**src/rtl/fifo_reader_if.sv**
```systemverilog
// fifo_reader_if -- bundles the signals between the fifo_reader, the
// upstream show-ahead FIFO and the downstream consumer.
//
// Signals
//   flush_en        discard everything buffered in the reader
//   fifo_empty      upstream FIFO has no entry
//   fifo_value      upstream FIFO head entry (valid while fifo_empty low)
//   fifo_dequeue_en reader pops the upstream head this cycle
//   out_valid       out_data holds a valid entry
//   out_data        head entry presented to the consumer
//   out_ready       consumer accepts out_data this cycle
//   xfer_count      completed output handshakes, modulo 2^16
//
// Modports
//   slave  : the reader itself
//   master : the environment (upstream FIFO + consumer + control)

interface fifo_reader_if #(
   parameter int WIDTH = 64
);
   logic             flush_en;
   logic             fifo_empty;
   logic [WIDTH-1:0] fifo_value;
   logic             fifo_dequeue_en;
   logic             out_valid;
   logic [WIDTH-1:0] out_data;
   logic             out_ready;
   logic [15:0]      xfer_count;

   modport slave (
      input  flush_en,
      input  fifo_empty,
      input  fifo_value,
      input  out_ready,
      output fifo_dequeue_en,
      output out_valid,
      output out_data,
      output xfer_count
   );

   modport master (
      output flush_en,
      output fifo_empty,
      output fifo_value,
      output out_ready,
      input  fifo_dequeue_en,
      input  out_valid,
      input  out_data,
      input  xfer_count
   );
endinterface

```
**src/rtl/fifo_reader.sv**
```systemverilog
// fifo_reader -- pulls entries out of an upstream show-ahead FIFO into a
// two-entry registered buffer and presents them to a valid/ready consumer.
// slot0 drives the output, slot1 is a skid register that absorbs the one
// entry already dequeued when the consumer stalls. Because the dequeue
// decision only looks at the local occupancy, there is no combinational
// path from out_ready back to the upstream FIFO.
//
// Ports
//   clk    : clock, all state updates on the rising edge
//   reset  : synchronous active-high reset
//   bus    : fifo_reader_if.slave (flush, upstream FIFO, consumer, count)
//
// States
//   state    | meaning
//   ---------+-------------------------------------------------------
//   ST_EMPTY | no entry buffered, out_valid low
//   ST_ONE   | slot0 holds the head entry, slot1 unused
//   ST_FULL  | slot0 holds the head, slot1 holds the next entry;
//            | upstream dequeue is blocked

module fifo_reader #(
   parameter int WIDTH = 64
) (
   input  logic          clk,
   input  logic          reset,
   fifo_reader_if.slave  bus
);

   typedef enum logic [1:0] {
      ST_EMPTY = 2'd0,
      ST_ONE   = 2'd1,
      ST_FULL  = 2'd2
   } state_t;

   state_t           r_state;
   logic             r_out_valid;
   logic [WIDTH-1:0] r_slot0;
   logic [WIDTH-1:0] r_slot1;
   logic [15:0]      r_xfer_count;

   logic             w_deq;
   logic             w_pop;

   // Dequeue only depends on occupancy and upstream/flush/reset, never on
   // out_ready, so a stalled consumer cannot cause a dropped entry: the
   // skid slot is always free whenever a dequeue is issued.
   assign w_deq = !bus.fifo_empty && !bus.flush_en && !reset
                  && (r_state != ST_FULL);
   assign w_pop = r_out_valid && bus.out_ready;

   always_ff @(posedge clk) begin
      if (reset) begin
         r_state      <= ST_EMPTY;
         r_out_valid  <= 1'b0;
         r_slot0      <= '0;
         r_slot1      <= '0;
         r_xfer_count <= '0;
      end else begin
         // A handshake in the flush cycle still completed, so it is counted.
         if (w_pop) begin
            r_xfer_count <= r_xfer_count + 16'd1;
         end

         if (bus.flush_en) begin
            r_state     <= ST_EMPTY;
            r_out_valid <= 1'b0;
         end else begin
            case (r_state)
               ST_EMPTY: begin
                  if (w_deq) begin
                     r_state     <= ST_ONE;
                     r_out_valid <= 1'b1;
                     r_slot0     <= bus.fifo_value;
                  end
               end
               ST_ONE: begin
                  if (w_deq && w_pop) begin
                     r_slot0 <= bus.fifo_value;
                  end else if (w_deq) begin
                     r_state <= ST_FULL;
                     r_slot1 <= bus.fifo_value;
                  end else if (w_pop) begin
                     r_state     <= ST_EMPTY;
                     r_out_valid <= 1'b0;
                  end
               end
               ST_FULL: begin
                  if (w_pop) begin
                     r_state <= ST_ONE;
                     r_slot0 <= r_slot1;
                  end
               end
               default: begin
                  r_state     <= ST_EMPTY;
                  r_out_valid <= 1'b0;
               end
            endcase
         end
      end
   end

   assign bus.fifo_dequeue_en = w_deq;
   assign bus.out_valid       = r_out_valid;
   assign bus.out_data        = r_slot0;
   assign bus.xfer_count      = r_xfer_count;

   a_no_deq_when_empty: assert property (
      @(posedge clk) !(bus.fifo_dequeue_en && bus.fifo_empty)
   );

endmodule

```
**src/flat_wrapper.sv**
```systemverilog
// flat-port wrapper written by rule: the top's interface ports become plain ports
module fifo_reader_flat 
#(
   parameter int WIDTH = 64
)
  (clk, reset, bus_flush_en, bus_fifo_empty, bus_fifo_value, bus_out_ready, bus_fifo_dequeue_en, bus_out_valid, bus_out_data, bus_xfer_count);
  fifo_reader_if #(.WIDTH(WIDTH)) bus_i ();
  input  logic clk;
  input  logic reset;
  input wire logic [$bits(bus_i.flush_en)-1:0] bus_flush_en;
  input wire logic [$bits(bus_i.fifo_empty)-1:0] bus_fifo_empty;
  input wire logic [$bits(bus_i.fifo_value)-1:0] bus_fifo_value;
  input wire logic [$bits(bus_i.out_ready)-1:0] bus_out_ready;
  output wire logic [$bits(bus_i.fifo_dequeue_en)-1:0] bus_fifo_dequeue_en;
  output wire logic [$bits(bus_i.out_valid)-1:0] bus_out_valid;
  output wire logic [$bits(bus_i.out_data)-1:0] bus_out_data;
  output wire logic [$bits(bus_i.xfer_count)-1:0] bus_xfer_count;
  assign bus_i.flush_en = bus_flush_en;
  assign bus_i.fifo_empty = bus_fifo_empty;
  assign bus_i.fifo_value = bus_fifo_value;
  assign bus_i.out_ready = bus_out_ready;
  assign bus_fifo_dequeue_en = bus_i.fifo_dequeue_en;
  assign bus_out_valid = bus_i.out_valid;
  assign bus_out_data = bus_i.out_data;
  assign bus_xfer_count = bus_i.xfer_count;
  fifo_reader #(.WIDTH(WIDTH)) u_core (.clk(clk), .reset(reset), .bus(bus_i));
endmodule
```
**config.mk**
```make
export PLATFORM = sky130hd
export DESIGN_NAME = fifo_reader_flat
export DESIGN_NICKNAME = d
export VERILOG_FILES = /design/src/rtl/fifo_reader_if.sv /design/src/rtl/fifo_reader.sv /design/src/flat_wrapper.sv
export SDC_FILE = /design/constraint.sdc
export NUM_CORES = 1
export LEC_CHECK = 0
export CORE_ASPECT_RATIO = 1.1
export CORE_MARGIN = 2
export CORE_UTILIZATION = 45
export CTS_CLUSTER_SIZE = 25
export DETAILED_ROUTE_END_ITERATION = 10
export HOLD_SLACK_MARGIN = 0.08
export PLACE_DENSITY_LB_ADDON = 0.2
export REMOVE_ABC_BUFFERS = 1
export SLEW_MARGIN = 10
export SYNTH_ARGS = -nofsm -noshare
export SYNTH_HDL_FRONTEND = slang
export SYNTH_SLANG_ARGS = --single-unit
```
**constraint.sdc**
```tcl
create_clock -name clk -period 1.7 [get_ports clk]
set_input_delay 0.425 -clock clk [delete_from_list [all_inputs] [get_ports clk]]
set_output_delay 0.425 -clock clk [all_outputs]
set_load 0.02 [all_outputs]
```
# Word-level counts from Yosys, hierarchy flattened
# Index checks and enable logic that the tools add are counted.
[op_classes]
addsub = 1
eq_ne = 10
mux = 15
n_bitwise = 3
reduce_logical = 15
[ops]
columns = ["op", "count"]
rows = [
  ["$mux 64", 3],
  ["$pmux 64 s3", 1],
  ["$add 16x1->16 const B", 1],
  ["$mux 2", 5],
  ["$reduce_and 5->1", 2],
  ["$ne 2x1->1 const B", 4],
  ["$reduce_and 4->1", 2],
  ["$ne 2x2->1 const B", 3],
  ["$pmux 2 s3", 1],
  ["$logic_and 1x1->1", 5],
  ["$mux 1", 4],
  ["$logic_not 1->1", 3],
  ["$ne 3x1->1 const B", 1],
  ["$not 1->1", 3],
  ["$pmux 1 s3", 1],
  ["$reduce_bool 3->1", 1],
  ["$eq 2x1->1 const B", 1],
  ["$eq 2x2->1 const B", 1],
  ["$logic_not 2->1", 1],
  ["$reduce_or 2->1", 1],
]
[totals]
register_bits = 147
inputBits = 69
elab_cells = 49

# Logic depth before layout (Yosys ltp)
[logic_depth]
word_depth = 7
depth_mapped = 7

# Worst setup path after synthesis
# OpenSTA, ideal clock, no wires.
[synth_path]
kind = "register -> output"
startpoint = "register u_core.r_state[0]"
endpoint = "output bus_fifo_dequeue_en"
t_arrival_ps = 1435
t_required_ps = 1275
slack_ps = -160
path_stages_with_launch = 7
path_buffers = 3
path_cell_list = "dfxtp_1 > nand2b_1 > clkbuf_1 > buf_2 > buf_2 > nand2_1 > nor2_1"
[synth_via]
elab_chain_cells = 2
[synth_rtl]
columns = ["item", "line_no", "text"]
rows = [
  ["start: declaration", "fifo_reader.sv:35", "state_t r_state;"],
  ["start signal: assignment", "fifo_reader.sv:53", "r_state <= ST_EMPTY;"],
  ["start signal: assignment", "fifo_reader.sv:65", "r_state <= ST_EMPTY;"],
  ["start signal: assignment", "fifo_reader.sv:71", "r_state <= ST_ONE;"],
  ["$ne 2x2->1", "fifo_reader.sv:48", "&& (r_state != ST_FULL);"],
  ["$logic_and 1x1->1", "fifo_reader.sv:48", ""],
  ["end: declaration", "flat_wrapper.sv:14", "output wire logic [$bits(bus_i.fifo_dequeue_en)-1:0] bus_fifo_dequeue_en;"],
]
# No other way between the ends.

# Worst setup path after layout
[layout_path]
startpoint = "register u_core.r_state[1]"
endpoint = "register u_core.r_slot0[39], in the netlist u_core.bus.out_data[39]"
[layout_via]
elab_chain_cells = 5
elab_cells_between_ends = 12
[layout_rtl]
columns = ["item", "line_no", "text"]
rows = [
  ["$ne 2x2->1", "fifo_reader.sv:48", ""],
  ["$logic_and 1x1->1", "fifo_reader.sv:48", ""],
  ["$logic_and 1x1->1", "fifo_reader.sv:77", "if (w_deq && w_pop) begin"],
  ["$ne 2x1->1 (no line)", "-", ""],
  ["$reduce_and 5->1 (no line)", "-", ""],
  ["end signal: assignment", "fifo_reader.sv:73", "r_slot0 <= bus.fifo_value;"],
  ["end signal: assignment", "fifo_reader.sv:78", "r_slot0 <= bus.fifo_value;"],
  ["end signal: assignment", "fifo_reader.sv:90", "r_slot0 <= r_slot1;"],
  ["end: declaration", "fifo_reader.sv:37", "logic [WIDTH-1:0] r_slot0;"],
]
# Several ways; a longest one is shown, not always the timed one.
# A chain may end at the register's enable or synchronous reset.

==> impl_metrics.csv <==
group,metric,value,unit
synth,syn_inst,671,
synth,muxShareOfSynthArea,11.24,%
placement,pre_cts_slack,-0.6452,ns
power_and_ir_drop,powerDensity,913.2,nW/µm²
cells_and_area,multi_input_area,3171,µm²
synth,avgSynthCellArea,9.226,µm²
cells_and_area,register_area,2947,µm²
detailed_routing,drtPass1Iterations,4,
sta,drv_slew,0,
clocking,holdBufCountCts,0,
setup_path,r2r_start,"u_core.r_state[1]",
clocking,clk_pin_slew,0.06,ns
clocking,clock_latency,0.41,ns
run,maxCapViolCount,0,
synth,ys_ff_latch,147,
detailed_routing,post_drt_wl_per_cell,16.52,µm
sta,fin_ws,-0.1771,ns
setup_path,startpoint,"u_core.r_state[1]",
synth,yosysWarnings,0,
sta,fmax,0.5327,GHz
detailed_routing,num_vias,5466,
setup_path,cp-end-kind,"flop",
sta,skew,0.008124,ns
setup_path,startpoint_type,"flop",
floorplan,fp.dieW,115.8,µm
synth,synth-simple-area-share,16.41,%
grt,grt_start_max_net_pins,89,
grt,grt_usage,23.01,%
synth,synth-adder-area-share,0.2021,%
synth,synth_top_area_share,47.53,%
synth,synth-edff-count,0,
setup_path,crit_type,"reg -> reg",
cells_and_area,insertedDiodeCount,0,
detailed_routing,drtAntennaViolNets,0,
cells_and_area,drive_above_1_share,24.28,%
floorplan,initial_utilization,46.47,%
grt,grt-ovfl-total,0,
placement,dp_hpwl,10230,µm
synth,ys_seq_area_share,47.53,%
grt,antenna_found_initial,0,
cells_and_area,fill_cells,1025,
floorplan,row_count,44,
setup_path,crit_required,2.03,ns
clocking,cts_root_buf,"clkbuf_16",
synth,synth_area,6191,µm²
synth,ys_types,36,
detailed_routing,drt_wl_total,17330,µm
sta,finalSetupViolations,62,
setup_path,crit_fanout,6,
grt,grt_pass1_vias,5423,
synth,synth_top_cell_by_area,"dfxtp_1",
detailed_routing,via_per_inst,5.211,
placement,routabilityCongestion,0.8415,
outcome,outcome,"complete, but fails checks",
synth,synth_top_family_by_area,"compound AO/OA/AOI/OAI gates",
sta,worstMarginPinSlew,0.5263,ns
floorplan,die_area,14710,µm²
clocking,clock_sinks,147,
synth,yosys-top-cells-area,"dfxtp_1 (48%), a211oi_2 (11%), mux2i_1 (11%)",
sta,finalHoldViolations,0,
synth,synth_xor_area_share,1.415,%
cells_and_area,final_nets,922,
sta,slew_headroom,64.92,%
detailed_routing,drc,0,
synth,async_flop_share,0,%
synth,ys.flop_type,"dfxtp_1",
clocking,numCtsBuffers,17,
detailed_routing,drtIter0Drc,347,
power_and_ir_drop,peakVddDrop,589.8,µV
floorplan,die_y,127.0,µm
placement,place_inst,993,
floorplan,ios,151,
placement,port-buffer-count,150,
setup_path,arrival,2.20,ns
outcome,violations,"setup timing",
synth,synth-compound-area-share,18.47,%
clocking,cts_tree,"done",
power_and_ir_drop,p_leak,0.004040,µW
hold_path,hold_class,"in -> reg",
sta,min_period,1.877,ns
cells_and_area,fin_cells,1049,
cells_and_area,synthToLayoutAreaGrowth,50.75,%
power_and_ir_drop,power,8523,µW
sta,fin_crit_sh,110.4,%
clocking,cts_buffer_depth,2,
sta,rsz0062_at_grt,"true",
floorplan,coreArea,13320,µm²
clocking,cts.htree.levels,4,
hold_path,min_from,"reset",
grt,grt_pass1_wl,26660,µm
## layout by cell type, fill, tap and decap left out, types with 3 or more instances in the layout
cell type,instances
dfxtp_2,3
clkbuf_8,4
xnor2_1,7
a21oi_1,68
dlygate4sd2_1,80
mux2_2,3
a211oi_2,57
nor2b_1,3
dfxtp_1,144
buf_12,13
clkdlybuf4s50_1,64
nand3_1,5
clkinv_2,4
nor3_1,3
nand2_1,139
buf_6,10
xor2_1,3
buf_16,9
nor2_2,31
mux2i_1,65
buf_4,27
clkdlybuf4s15_1,4
bufinv_16,3
nor2_4,11
inv_1,3
nand4_1,3
clkbuf_16,22
a211oi_1,7
nor2_1,40
## synth_stat cells, drive strengths merged (2+ instances only)
master  number
nor2        82
nor4         4
nor3         3
inv          3
xor2         3
mux2i       65
nand2      140
nor2b        3
buf         27
and2         2
nand4        3
dfxtp      147
nand3        6
a211oi      64
a21oi       68
clkbuf      25
xnor2        7
a21boi       2
and3         2
mux2         4
## final cells by class
| class | instances | area share, % |
|---|---|---|
| Inverter | 3 | 0.1207 |
| Clock buffer | 23 | 5.229 |
| Clock inverter | 9 | 1.354 |
| Tap cell | 184 | 2.467 |
| Timing Repair Buffer | 214 | 25.28 |
| Multi-Input combinational cell | 469 | 33.97 |
| Sequential cell | 147 | 31.57 |
## metrics by stage
stage	area (µm²)	utilization, %	setup TNS (ns)	hold WS [ns]
final	9333	70.05	-6.677	0.4136
after global routing	9333	70.05	-10.64	0.4014
after CTS	8999	67.54	-5.640	0.3861
after detailed placement	8125	60.99	-64.99	0.4456
after global placement	8125	60.99	-60.42	0.4406
after floorplan	5909	-	-775.20	0.4296
## metal layers
metal | up-vias | share of wire, % | GRT usage (%)
met5 | - | 0 | 0
met4 | 0 | 1.7 | 8.543
met3 | 24 | 5.9 | 6.594
met2 | 159 | 51 | 39.53
met1 | 2607 | 41 | 27.16
li1 | 2676 | - | -
## critical path, cell delays in order, from the launching register on
cell and delay [ns]:
dfxtp_2 0.33, or4_4 0.53, o32ai_4 0.27, buf_12 0.19, buf_12 0.10, buf_16 0.11
nor2_1 0.05, a211oi_2 0.20
## registers in the layout, indices dropped and copies added, names as in the netlist
| name | flops |
|---|---|
| u_core.bus.xfer_count | 16 |
| u_core.bus.out_valid | 1 |
| u_core.r_state | 2 |
| u_core.r_slot1 | 64 |
| u_core.bus.out_data | 64 |
## cells by family (layout without fill, tap and decap cells)
group / count (synthesis) / in the layout
AOI/OAI and AO/OA: 138 / 138
xor gates and xnor gates: 10 / 10
adders and majority gates: 1 / 1
buffers and inverters: 55 / 249
DFF: 147 / 147
muxes: 69 / 69
and+or+nand+nor: 251 / 251
## worst paths after layout
check	to	cells after the start	slack, ns
setup / recovery	u_core.bus.out_data[39]	7	-0.18
hold / removal	u_core.bus.out_data[18]	3	0.41
hold reg to reg	u_core.r_slot1[59]	2	0.45
setup reg to reg	u_core.bus.out_data[39]	7	-0.18
## what timing repair did
item,CTS,global route
endpoints found under the hold margin,0,0
pin swaps,9,35
gates resized for setup,111,68
gates cloned,8,6
endpoints found under the setup margin,148,71
setup buffers,6,7
## where the power goes
part | internal [µW] | total [µW] | switching (µW)
clock | 2460 | 3870 | 1410
sequential | 3540 | 3610 | 67.1
combinational | 520 | 1040 | 524
(Power assumes the default switching activity.)
